## config.mk

```make
export PLATFORM = sky130hd
export DESIGN_NAME = sum_window_acc
export DESIGN_NICKNAME = d
export VERILOG_FILES = /design/src/rtl/sum_window_acc.sv
export SDC_FILE = /design/constraint.sdc
export NUM_CORES = 1
export LEC_CHECK = 0
export ABC_CLOCK_PERIOD_IN_PS = 3000
export CAP_MARGIN = 25
export CORE_ASPECT_RATIO = 1.75
export CORE_MARGIN = 8
export CORE_UTILIZATION = 35
export DETAILED_ROUTE_END_ITERATION = 16
export GPL_TIMING_DRIVEN = 0
export PLACE_DENSITY_LB_ADDON = 0.15
export SLEW_MARGIN = 5
export SYNTH_ARGS = -nofsm -noshare
export SYNTH_HDL_FRONTEND = slang
export SYNTH_SLANG_ARGS = --single-unit
```

## constraint.sdc

```tcl
create_clock -name clk -period 3 [get_ports clk]
set_clock_uncertainty 0.15 [all_clocks]
set_input_delay 0.45 -clock clk [delete_from_list [all_inputs] [get_ports clk]]
set_output_delay 0.45 -clock clk [all_outputs]
set_load 0.02 [all_outputs]
```

## src/rtl/sum_window_acc.sv

```systemverilog
// Collects WINDOW accepted sum samples into a saturating accumulator, then
// presents one total/max/overflow record that is held until the sink takes it.
module sum_window_acc #(
    parameter int IN_W   = 9,
    parameter int WINDOW = 4,
    parameter int ACC_W  = 11
) (
    input  logic             clk,
    input  logic             rst,
    input  logic             in_valid,
    output logic             in_ready,
    input  logic [IN_W-1:0]  in_data,
    output logic             out_valid,
    input  logic             out_ready,
    output logic [ACC_W-1:0] out_sum,
    output logic [IN_W-1:0]  out_max,
    output logic             out_ovf
);

    localparam int CNT_W = (WINDOW > 1) ? $clog2(WINDOW) : 1;
    localparam int SUM_W = ((IN_W > ACC_W) ? IN_W : ACC_W) + 1;

    typedef enum logic {
        ACCUM,
        HOLD
    } state_t;

    state_t             r_state;
    state_t             w_nextState;

    logic [ACC_W-1:0]   r_acc;
    logic [IN_W-1:0]    r_runMax;
    logic               r_ovfAcc;
    logic [CNT_W-1:0]   r_cnt;

    logic [ACC_W-1:0]   r_outSum;
    logic [IN_W-1:0]    r_outMax;
    logic               r_outOvf;

    logic               w_hold;
    logic               w_accept;
    logic               w_close;
    logic [SUM_W-1:0]   w_nsum;
    logic               w_winOvf;
    logic [ACC_W-1:0]   w_newAcc;
    logic [IN_W-1:0]    w_newMax;

    assign w_hold   = (r_state == HOLD);
    assign w_accept = in_valid && in_ready;
    assign w_close  = w_accept && (r_cnt == CNT_W'(WINDOW - 1));

    // Sum is formed one bit wider than the accumulator so a carry out flags overflow.
    assign w_nsum   = SUM_W'(r_acc) + SUM_W'(in_data);
    assign w_winOvf = (|w_nsum[SUM_W-1:ACC_W]) || r_ovfAcc;
    assign w_newAcc = w_winOvf ? {ACC_W{1'b1}} : w_nsum[ACC_W-1:0];
    assign w_newMax = (in_data > r_runMax) ? in_data : r_runMax;

    always_ff @(posedge clk) begin
        if (rst) begin
            r_state <= ACCUM;
        end else begin
            r_state <= w_nextState;
        end
    end

    // A close during HOLD means the old record was just taken; the new one replaces it.
    always_comb begin
        w_nextState = r_state;
        case (r_state)
            ACCUM: begin
                if (w_close) begin
                    w_nextState = HOLD;
                end
            end
            HOLD: begin
                if (w_close) begin
                    w_nextState = HOLD;
                end else if (out_ready) begin
                    w_nextState = ACCUM;
                end
            end
            default: w_nextState = ACCUM;
        endcase
    end

    always_comb begin
        out_valid = w_hold;
        in_ready  = !w_hold || out_ready;
    end

    always_ff @(posedge clk) begin
        if (rst) begin
            r_acc    <= '0;
            r_runMax <= '0;
            r_ovfAcc <= 1'b0;
            r_cnt    <= '0;
            r_outSum <= '0;
            r_outMax <= '0;
            r_outOvf <= 1'b0;
        end else if (w_accept) begin
            if (w_close) begin
                r_outSum <= w_newAcc;
                r_outMax <= w_newMax;
                r_outOvf <= w_winOvf;
                r_acc    <= '0;
                r_runMax <= '0;
                r_ovfAcc <= 1'b0;
                r_cnt    <= '0;
            end else begin
                r_acc    <= w_newAcc;
                r_runMax <= w_newMax;
                r_ovfAcc <= w_winOvf;
                r_cnt    <= r_cnt + CNT_W'(1);
            end
        end
    end

    assign out_sum = r_outSum;
    assign out_max = r_outMax;
    assign out_ovf = r_outOvf;

endmodule

```

==> metrics.txt <==
status completed; die area 0.00984 mm^2; total of endpoints with negative setup slack in the final report 0; CTS tree built; number of buffers inserted during clock tree synthesis 5; worst setup path class input port to flop; worst slew slack as a fraction of its limit 57.2%; fraction of power spent switching nets 26.3%; count of mapped cells out of synthesis 289; power share of the sequential group 40.6%; path class of the lowest-slack min-delay path flop to flop; Detail Placement HPWL 4.75 mm; H-tree lvl count 2; count of unresolved DRC violations after routing 0; maximum number of pins on one net before global-route repair 14; RSZ-0062 raised after global routing no; Synth area leaders dfxtp_1 (38%), ha_1 (9.9%), a211oi_1 (6.9%); placed instance area 0.00284 mm^2; sw power 0.421 mW; sequential element share of the synthesized area 37.7%; worst endpoint required time 3040 ps; power density cells 532 mW/mm^2; number of warnings reported in the yosys synthesis log 0; part of the total power dissipated in combinational logic 20.0%; hold_sp r_acc[3]$_SDFFE_PP0P_; average instance area after synthesis 8.27 um^2; Remaining Overflow, GRT 0; number of search-and-repair iterations in the first detailed-routing pass 4; Final Worst Setup Slack 275 ps; critical path peak fanout 4; R2R Path Start r_acc[0]$_SDFFE_PP0P_; number of clock sinks 45; multi-input logic area 0.00137 mm^2; leading area contributor after synthesis dfxtp_1; violation count after the first detailed-routing iteration 103; wire length of the first global-routing pass 10.3 mm; number of flops mapped to enable cells by yosys 0; aggregate routed wire length 6.06 mm; I/O pin cnt 36; total via count after detailed routing 2,147; placed cells 407; number of nets with antenna violations after routing 0; detail-routed via count per cell 5.17; period utilisation layout 90.8%; cts-stage hold buffer count 0; endpoint class of the critical path flop; mapped cell area 0.00239 mm^2; Die X-Extent 78.5 um; total power 1.60 mW; aggregate negative setup slack 0 ps; clock transition at the registers of the reported paths 60 ps; Core Box Area 0.00676 mm^2; final core utilization 44.6%; via count of the first global-routing pass 2,177; Starting Density 35.4%; clock tree root driver cell clkbuf_16; internal power consumption 1.18 mW; syn nets 322; maximum clock path buffer count 2; static leakage 1.15 nW; clock group share of total power 39.4%; fmax 0.367 GHz; number of fill cells in the layout 727; PortBufs 34; Skew-Pair Late Insertion Delay 280 ps; number of nets in the layout 363; final slew viol count 0; number of post-CTS setup repair buffers 0; area fraction of the dominant cell type after synthesis 37.7%; Synth-to-Final Area Change 26.0%; post-route non-filler standard cell count 415; Worst Setup Start Kind input port; Rows 40; number of antenna cells inserted 0; Critical path origin in_data[0]; most used flip-flop cell after synthesis dfxtp_1; worst slack, placed -135 ps; Routed wire per std cell 14.6 um; Data arrival, critical path 2770 ps; design area 0.00301 mm^2; flop and latch count out of synthesis 45; smallest hold slack 310 ps; fraction of final layout cells sized beyond drive strength 1 6.04%; maximum capacitance violations 0; routability-driven placement congestion ratio 0.831; GRT Resource Usage Total 12.8%; transition time at the pin with the least slew margin 641 ps; die extent in y 125 um; combined flip-flop and latch cell area 901 um^2; Worst VDD drop 0.281 mV; time the final worst path needs with I/O delays and setup 2730 ps; number of resized instances in the post-cts repair step 0; post-synthesis async set-or-reset flop share 0%; final hold violations 0; distinct cell type count after synthesis 39; antenna violations before repair 0
## final cells by class
type / count / share of cell area, %
multi-input cells: 213 / 45.4
flip-flops and latches: 45 / 29.9
repair buffers: 34 / 11.3
clock buffers: 7 / 4.73
well taps: 84 / 3.49
plain buffers: 16 / 2.33
inverters: 15 / 1.87
clock inverters: 1 / 0.997
## cells in the final DEF, fill, tap and decap left out, types with 3 or more instances in the layout
| cell | n |
|---|---|
| a211oi_1 | 22 |
| clkbuf_16 | 5 |
| or3_1 | 3 |
| nand2b_1 | 5 |
| clkdlybuf4s50_1 | 34 |
| o211ai_1 | 8 |
| a21oi_1 | 20 |
| mux2i_1 | 9 |
| nor4_1 | 3 |
| xnor2_1 | 3 |
| nand3_1 | 3 |
| ha_1 | 19 |
| dfxtp_1 | 45 |
| o21ai_0 | 17 |
| inv_1 | 15 |
| nand2_1 | 30 |
| nor2_1 | 43 |
| clkbuf_1 | 13 |
## synth_stat cells (3+ instances only)
library cell / instances
o21ai_0: 17
a21oi_1: 21
dfxtp_1: 45
o211ai_1: 8
mux2i_1: 9
or3_1: 3
nand3_1: 3
inv_1: 15
nand2b_1: 5
a211oi_1: 22
nor4_1: 3
nor2_1: 43
nand2_1: 30
ha_1: 19
xnor2_1: 3
clkbuf_1: 12
## power groups by stage
| stage | clock (mW) | sequential, mW | combinational, mW |
|---|---|---|---|
| 2_1_floorplan | 0 | 0.663 | 0.233 |
| 3_3_place_gp | 0 | 0.662 | 0.317 |
| 3_5_place_dp | 0 | 0.663 | 0.321 |
| 4_1_cts | 0.649 | 0.650 | 0.324 |
| 5_1_grt | 0.677 | 0.653 | 0.366 |
| 6_report | 0.630 | 0.650 | 0.321 |
## critical path, cell delays in order
cell,delay (ps)
clkdlybuf4s50_1,560
ha_1,200
inv_1,50
fa_1,370
nand2b_1,200
a21oi_2,250
o211a_1,210
o21ai_0,100
xor2_1,180
a211oi_1,200
## worst paths after layout
check,endpoint,slack [ps],cells after the start
worst min-delay path,r_acc[3]$_SDFFE_PP0P_,310,2
worst max-delay path,out_sum[10]$_SDFFE_PP0P_,270,10
worst min register to register,r_acc[3]$_SDFFE_PP0P_,310,2
worst max register to register,out_sum[10]$_SDFFE_PP0P_,710,9
## layer usage
metal | up-vias | track usage [%] | part of all wire [%]
li1 | 1097 | - | -
met1 | 1013 | 12.9 | 40
met2 | 30 | 24.7 | 55
met3 | 7 | 2.65 | 3.6
met4 | 0 | 4.28 | 1.3
met5 | - | 0 | 0
## cell families (layout without fill, tap and decap cells)
kind of cell	after synthesis	after routing	synth area share, %
buffers and inverters	31	73	5.28
XOR/XNOR	5	5	1.83
AO/OA/AOI/OAI	82	82	22.4
adder cells (fa/ha/maj)	20	20	10.8
flip-flops	45	45	37.7
AND/OR/NAND/NOR	97	97	18.3
multiplexers	9	9	3.77
## sequential cells by signal (all words and copies together) (netlist names)
| name | flops |
|---|---|
| out_max | 9 |
| out_ovf | 1 |
| out_sum | 11 |
| out_valid | 1 |
| r_acc | 11 |
| r_cnt | 2 |
| r_ovfAcc | 1 |
| r_runMax | 9 |
Power figures use the tool's default switching activity.
